### config.mk
export PLATFORM = sky130hd
export DESIGN_NAME = wb_merge_queue_flat
export DESIGN_NICKNAME = d
export VERILOG_FILES = /design/src/rtl/wb_merge_queue_if.sv /design/src/rtl/wb_merge_queue.sv /design/src/flat_wrapper.sv
export SDC_FILE = /design/constraint.sdc
export NUM_CORES = 1
export LEC_CHECK = 0
export BUFFER_PORTS_ARGS = -buffer_cell sky130_fd_sc_hd__buf_2
export CAP_MARGIN = 20
export CORE_ASPECT_RATIO = 2
export CORE_MARGIN = 8
export CORE_UTILIZATION = 59
export CTS_BUF_LIST = sky130_fd_sc_hd__clkbuf_4 sky130_fd_sc_hd__clkbuf_8
export DETAILED_ROUTE_END_ITERATION = 8
export PLACE_DENSITY = 0.88
export SLEW_MARGIN = 20
export SYNTH_ARGS = -nofsm -noshare
export SYNTH_HDL_FRONTEND = slang
export SYNTH_SLANG_ARGS = --single-unit
### constraint.sdc
create_clock -name clk -period 7.3 [get_ports clk]
set_clock_uncertainty 0.1 [all_clocks]
set_input_delay 0.73 -clock clk [delete_from_list [all_inputs] [get_ports clk]]
set_output_delay 0.73 -clock clk [all_outputs]
set_load 0.05 [all_outputs]
### src/rtl/wb_merge_queue_if.sv
// Writeback merge bus: ALU/load producer side, register-file write side,
// queue occupancy and the hazard-forwarding lookup port.
interface wb_merge_queue_if #(
   parameter int XLEN  = 32,
   parameter int REG_W = 5,
   parameter int DEPTH = 2
);
   localparam int CW = $clog2(DEPTH + 1);

   logic             alu_valid;
   logic [REG_W-1:0] alu_rd;
   logic [XLEN-1:0]  alu_data;
   logic             alu_ready;
   logic             mem_valid;
   logic [REG_W-1:0] mem_rd;
   logic [XLEN-1:0]  mem_data;
   logic             wb_en;
   logic [REG_W-1:0] wb_rd;
   logic [XLEN-1:0]  wb_data;
   logic             collision;
   logic [CW-1:0]    q_count;
   logic [REG_W-1:0] chk_rs;
   logic             chk_hit;
   logic [XLEN-1:0]  chk_data;

   modport master (
      output alu_valid, alu_rd, alu_data, mem_valid, mem_rd, mem_data, chk_rs,
      input  alu_ready, wb_en, wb_rd, wb_data, collision, q_count, chk_hit, chk_data
   );

   modport slave (
      input  alu_valid, alu_rd, alu_data, mem_valid, mem_rd, mem_data, chk_rs,
      output alu_ready, wb_en, wb_rd, wb_data, collision, q_count, chk_hit, chk_data
   );
endinterface

### src/rtl/wb_merge_queue.sv
// Writeback merge unit: retires one register write per cycle, giving loads
// priority and parking displaced ALU results in a small in-order FIFO that
// can be searched for forwarding.
module wb_merge_queue #(
   parameter int XLEN  = 32,
   parameter int REG_W = 5,
   parameter int DEPTH = 2
) (
   input logic            clk,
   input logic            rst,
   wb_merge_queue_if.slave bus
);
   localparam int CW = $clog2(DEPTH + 1);
   localparam int PW = (DEPTH > 1) ? $clog2(DEPTH) : 1;

   logic [REG_W-1:0] qRd   [DEPTH];
   logic [XLEN-1:0]  qData [DEPTH];
   logic [PW-1:0]    headPtr;
   logic [PW-1:0]    tailPtr;
   logic [CW-1:0]    count;

   logic             wbEnQ;
   logic [REG_W-1:0] wbRdQ;
   logic [XLEN-1:0]  wbDataQ;
   logic             collisionQ;

   logic             aluReady;
   logic             aluEff;
   logic             memEff;
   logic             enq;
   logic             deq;
   logic             selEn;
   logic [REG_W-1:0] selRd;
   logic [XLEN-1:0]  selData;
   logic             fwdHit;
   logic [XLEN-1:0]  fwdData;

   function automatic logic [PW-1:0] bumpPtr(input logic [PW-1:0] p);
      return (p == PW'(DEPTH - 1)) ? '0 : p + 1'b1;
   endfunction

   assign aluReady = (count < CW'(DEPTH));
   assign aluEff   = bus.alu_valid && aluReady && (bus.alu_rd != '0);
   assign memEff   = bus.mem_valid && (bus.mem_rd != '0);

   // Retire selection: load first, then queue head, then direct ALU bypass.
   always_comb begin
      enq     = 1'b0;
      deq     = 1'b0;
      selEn   = 1'b0;
      selRd   = bus.mem_rd;
      selData = bus.mem_data;
      if (memEff) begin
         selEn = 1'b1;
         enq   = aluEff;
      end else if (count != '0) begin
         selEn   = 1'b1;
         deq     = 1'b1;
         selRd   = qRd[headPtr];
         selData = qData[headPtr];
         enq     = aluEff;
      end else if (aluEff) begin
         selEn   = 1'b1;
         selRd   = bus.alu_rd;
         selData = bus.alu_data;
      end
   end

   // Queue storage; contents need no reset because count gates every read.
   always_ff @(posedge clk) begin
      if (enq) begin
         qRd[tailPtr]   <= bus.alu_rd;
         qData[tailPtr] <= bus.alu_data;
      end
   end

   // Queue pointers, occupancy and registered writeback outputs.
   always_ff @(posedge clk) begin
      if (rst) begin
         headPtr    <= '0;
         tailPtr    <= '0;
         count      <= '0;
         wbEnQ      <= 1'b0;
         wbRdQ      <= '0;
         wbDataQ    <= '0;
         collisionQ <= 1'b0;
      end else begin
         if (enq) tailPtr <= bumpPtr(tailPtr);
         if (deq) headPtr <= bumpPtr(headPtr);
         count      <= count + CW'(enq) - CW'(deq);
         wbEnQ      <= selEn;
         collisionQ <= memEff && aluEff;
         if (selEn) begin
            wbRdQ   <= selRd;
            wbDataQ <= selData;
         end
      end
   end

   // Forwarding search oldest-to-youngest so the youngest match wins.
   always_comb begin
      int unsigned slot;
      slot    = 0;
      fwdHit  = 1'b0;
      fwdData = '0;
      for (int unsigned i = 0; i < DEPTH; i++) begin
         slot = (32'(headPtr) + i) % DEPTH;
         if ((i < 32'(count)) && (bus.chk_rs != '0) && (qRd[slot[PW-1:0]] == bus.chk_rs)) begin
            fwdHit  = 1'b1;
            fwdData = qData[slot[PW-1:0]];
         end
      end
   end

   assign bus.alu_ready = aluReady;
   assign bus.wb_en     = wbEnQ;
   assign bus.wb_rd     = wbRdQ;
   assign bus.wb_data   = wbDataQ;
   assign bus.collision = collisionQ;
   assign bus.q_count   = count;
   assign bus.chk_hit   = fwdHit;
   assign bus.chk_data  = fwdData;
endmodule

### src/flat_wrapper.sv
// flat-port wrapper written by rule: the top's interface ports become plain ports
module wb_merge_queue_flat 
#(
   parameter int XLEN  = 32,
   parameter int REG_W = 5,
   parameter int DEPTH = 2
)
  (clk, rst, bus_alu_valid, bus_alu_rd, bus_alu_data, bus_mem_valid, bus_mem_rd, bus_mem_data, bus_chk_rs, bus_alu_ready, bus_wb_en, bus_wb_rd, bus_wb_data, bus_collision, bus_q_count, bus_chk_hit, bus_chk_data);
  wb_merge_queue_if #(.XLEN(XLEN), .REG_W(REG_W), .DEPTH(DEPTH)) bus_i ();
  input logic clk;
  input logic rst;
  input wire logic [$bits(bus_i.alu_valid)-1:0] bus_alu_valid;
  input wire logic [$bits(bus_i.alu_rd)-1:0] bus_alu_rd;
  input wire logic [$bits(bus_i.alu_data)-1:0] bus_alu_data;
  input wire logic [$bits(bus_i.mem_valid)-1:0] bus_mem_valid;
  input wire logic [$bits(bus_i.mem_rd)-1:0] bus_mem_rd;
  input wire logic [$bits(bus_i.mem_data)-1:0] bus_mem_data;
  input wire logic [$bits(bus_i.chk_rs)-1:0] bus_chk_rs;
  output wire logic [$bits(bus_i.alu_ready)-1:0] bus_alu_ready;
  output wire logic [$bits(bus_i.wb_en)-1:0] bus_wb_en;
  output wire logic [$bits(bus_i.wb_rd)-1:0] bus_wb_rd;
  output wire logic [$bits(bus_i.wb_data)-1:0] bus_wb_data;
  output wire logic [$bits(bus_i.collision)-1:0] bus_collision;
  output wire logic [$bits(bus_i.q_count)-1:0] bus_q_count;
  output wire logic [$bits(bus_i.chk_hit)-1:0] bus_chk_hit;
  output wire logic [$bits(bus_i.chk_data)-1:0] bus_chk_data;
  assign bus_i.alu_valid = bus_alu_valid;
  assign bus_i.alu_rd = bus_alu_rd;
  assign bus_i.alu_data = bus_alu_data;
  assign bus_i.mem_valid = bus_mem_valid;
  assign bus_i.mem_rd = bus_mem_rd;
  assign bus_i.mem_data = bus_mem_data;
  assign bus_i.chk_rs = bus_chk_rs;
  assign bus_alu_ready = bus_i.alu_ready;
  assign bus_wb_en = bus_i.wb_en;
  assign bus_wb_rd = bus_i.wb_rd;
  assign bus_wb_data = bus_i.wb_data;
  assign bus_collision = bus_i.collision;
  assign bus_q_count = bus_i.q_count;
  assign bus_chk_hit = bus_i.chk_hit;
  assign bus_chk_data = bus_i.chk_data;
  wb_merge_queue #(.XLEN(XLEN), .REG_W(REG_W), .DEPTH(DEPTH)) u_core (.clk(clk), .rst(rst), .bus(bus_i));
endmodule
==> parameters.txt <==
Parameter                              Value

Run status
  Result of the run ... completed

Job
  Maximum Capacitance Violations ... 0

Route
  Detailed-router iteration count before antenna repair ... 5
  DRC violation total after the first TritonRoute iteration ... 342
  Mean number of vias per cell ... 5.99
  Detailed route wirelength on metal2 ... 9.21 mm
  Vias after detailed routing ... 4,903
  Post-DR wirelength/cell ... 20.8 um
  Detail Route Antenna Nets ... 0
  Top routing layer used ... met5
  DRC violation count after routing ... 0
  Met1 wire length ... 5.67 mm
  Final Routed Wirelength ... 17.0 mm
  Routed wl met3 ... 1.30 mm

Placement
  Pre-CTS setup slack ... 3.40 ns
  Detailed Place HPWL ... 11.4 mm
  Final weighted congestion in routability-driven placement ... 0.850
  Total cell area at the placement stage ... 0.00670 mm2
  # port buffers ... 157

Worst setup path
  Required @ worst endpoint ... 6.47 ns
  Source of the worst register-to-register timing path ... u_core.bus.q_count[1]
  Crit Path Category ... reg2out
  Max Fanout on Critical Path ... 33
  Setup crit start kind ... flip-flop
  Start point of the critical path ... u_core.headPtr
  Number of cell instances on the worst register-to-register path ... 5
  Capturing element type of the critical path ... output port
  CP arrival ... 3.36 ns

Synth
  Synthesized area per cell ... 11.1 um2
  Number of nets in the synthesized netlist ... 614
  EDFF count, synth ... 74
  Fraction of synthesized cell area taken by the top area cell type ... 37.8%
  Cell type with the largest total area after synthesis ... sky130_fd_sc_hd__edfxtp_1
  Share of flip-flops with an asynchronous set or reset ... 0%
  Cells after synthesis ... 530
  Synth cell count leaders ... sky130_fd_sc_hd__mux2i_1 (106), sky130_fd_sc_hd__edfxtp_1 (74), sky130_fd_sc_hd__nor2_1 (55), sky130_fd_sc_hd__dfxtp_1 (44)
  Post-synthesis sequential element count ... 118
  Cell variety after synth ... 33
  Dominant synthesized flop cell ... sky130_fd_sc_hd__edfxtp_1
  Top cells by area in the synthesized netlist ... sky130_fd_sc_hd__edfxtp_1 (38%), sky130_fd_sc_hd__mux2i_1 (18%), sky130_fd_sc_hd__dfxtp_1 (15%)
  Seq/Total Area, Yosys ... 52.7%
  Count of synthesis-stage warnings from yosys ... 0
  Combined area of all synthesized cells ... 0.00588 mm2
  Top-count cell post-synth ... sky130_fd_sc_hd__mux2i_1

STA
  Final hold violation count ... 0
  Min Hold Slack ... 0.347 ns
  Count of pins over their slew limit ... 0
  Maximum frequency from static timing analysis ... 239 MHz
  Setup violation total in the final timing report ... 0
  Worst slew pin tran ... 1.09 ns
  Relative slew margins ... 27.2%
  Post-Route Setup TNS ... 0 ns
  Final critical path time including I/O delays and setup ... 4.19 ns
  Part of the cycle the worst path needs ... 57.4%
  Worst setup slack after layout ... 3.11 ns
  Unrepaired setup endpoints after global routing ... no

Floorplan
  Starting density of the core ... 60.7%
  Overall die area ... 0.0136 mm2
  Number of placement rows ... 51
  Number of placed I/O pins ... 158
  Die Wd ... 86.6 um
  Y dimension of the die ... 157 um
  Core area ... 0.00970 mm2

Global routing
  Maximum number of pins on one net before global-route repair ... 46
  Congestion Overflow GR ... 0
  Via count of the first global-routing pass ... 5,331
  Initial antenna violation count ... 4
  First-pass GRT wire length ... 25.9 mm
  Total global routing track utilization ... 25.2%

Clock network
  Hold-fix buffers at CTS ... 0
  Clock buffer count from CTS ... 17
  Buffers from clock root to sink, at most ... 2
  Number of H-tree branching levels ... 4
  Number of buffers inserted by post-CTS setup repair ... 0
  Clock tree from TritonCTS ... built
  Clock latency on the worst-skew pair ... 0.42 ns
  Clock transition at the registers of the reported paths ... 0.07 ns
  # clock sinks ... 118
  Post-cts gate resize count ... 0
  Clock tree root driver cell ... sky130_fd_sc_hd__clkbuf_8

Power and ir drop
  Maximum vdd drop ... 0.394 mV
  Power per cell area ... 356 mW/mm2
  Leak ... 3.01 nW

Min path
  Worst Hold Class ... reg2reg
  Number of instances on the worst hold path ... 2
  Startpoint of the tightest hold check path ... u_core.bus.wb_data[10]

Cells and area
  Post-Layout Inst Area ... 0.00726 mm2
  Final net count ... 756
  Area growth, synth to finish ... 23.3%
  Final-layout fill cell count ... 712
  Layout cell share with drive strength beyond 1 ... 30.1%
[final timing paths]
check	endpoint	slack, ns
worst max register to register	u_core.bus.wb_data[19]	4.33
worst max-delay path	bus_chk_data[1]	3.11
worst min-delay path	u_core.bus.wb_data[10]	0.35
worst min register to register	u_core.bus.wb_data[10]	0.35
[worst max-delay path, cell delays in order, from the launching register on]
cell	delay [ns]
sky130_fd_sc_hd__dfxtp_2	0.44
sky130_fd_sc_hd__mux2i_1	0.37
sky130_fd_sc_hd__xor2_1	0.20
sky130_fd_sc_hd__nand4_1	0.10
sky130_fd_sc_hd__or4_2	1.07
sky130_fd_sc_hd__mux2i_1	0.40
sky130_fd_sc_hd__buf_2	0.32
[power breakdown]
part	internal [W]	switching, W
Clock	0.000464	0.000248
Sequential	0.000821	0.0000923
Combinational	0.000318	0.000640
[flip-flops by register name, summed over array words and instances, names as in the netlist, named ones only]
register and count:
u_core.qData 64, u_core.bus.wb_data 32, u_core.qRd 10, u_core.bus.wb_rd 5
u_core.bus.q_count 2, u_core.bus.collision 1, u_core.bus.wb_en 1, u_core.headPtr 1
u_core.tailPtr 1
[final cells by class]
cell class / count / area (um2) / share of cell area [%]
clock buffer: 24 / 324 / 4.47
clock inverter: 7 / 164 / 2.26
antenna: 3 / 7.51 / 0.103
sequential: 118 / 3110 / 42.8
inverter: 3 / 11.3 / 0.155
timing repair buffer: 165 / 886 / 12.2
multi-input combinational: 367 / 2590 / 35.7
tap: 132 / 165 / 2.28
[cells in the final DEF, fill, tap and decap left out, drive strengths merged, types with 2 or more instances in the layout]
cell type  netlist  routed
inv              3       3
mux2i          106     106
o21bai          32      32
dfxtp           44      44
bufinv           0       5
buf             21     165
nand2           34      34
clkbuf          21      24
edfxtp          74      74
a311oi           4       4
a21oi           34      34
nor2            55      55
nor4             2       2
clkinv           0       2
a211oi          32      32
xor2             5       5
nand3           33      33
diode            0       3
or4              4       4
a2bb2oi          4       4
o21ai            5       5
xnor2            9       9
[cell families (layout without fill, tap and decap cells)]
| logic type | count (synthesis) | count (layout) | share of synthesized area [%] |
|---|---|---|---|
| other | 0 | 3 | 0 |
| muxes | 106 | 106 | 18.0 |
| AOI/OAI and AO/OA | 115 | 115 | 13.3 |
| adders and majority gates | 1 | 1 | 0.213 |
| and+or+nand+nor | 131 | 131 | 9.82 |
| xor gates and xnor gates | 14 | 14 | 2.08 |
| DFF | 118 | 118 | 52.7 |
| buffers and inverters | 45 | 199 | 3.81 |
[through the flow]
| step | cells | power (W) | util [%] |
|---|---|---|---|
| 3_5_place_dp | 783 | 0.00186 | 69.1 |
| 6_report | 819 | 0.00258 | 74.8 |
| 5_1_grt | 819 | 0.00270 | 74.8 |
| 3_3_place_gp | 783 | 0.00182 | 69.1 |
| 4_1_cts | 814 | 0.00257 | 74.1 |
| 2_1_floorplan | 530 | 0.00162 | - |
[metal layers]
layer | up-vias | global-route usage (%)
met5 | - | 0
met4 | 2 | 19.0
met3 | 59 | 7.68
met2 | 257 | 45.3
met1 | 2332 | 22.6
li1 | 2253 | -
(Power assumes the default switching activity.)
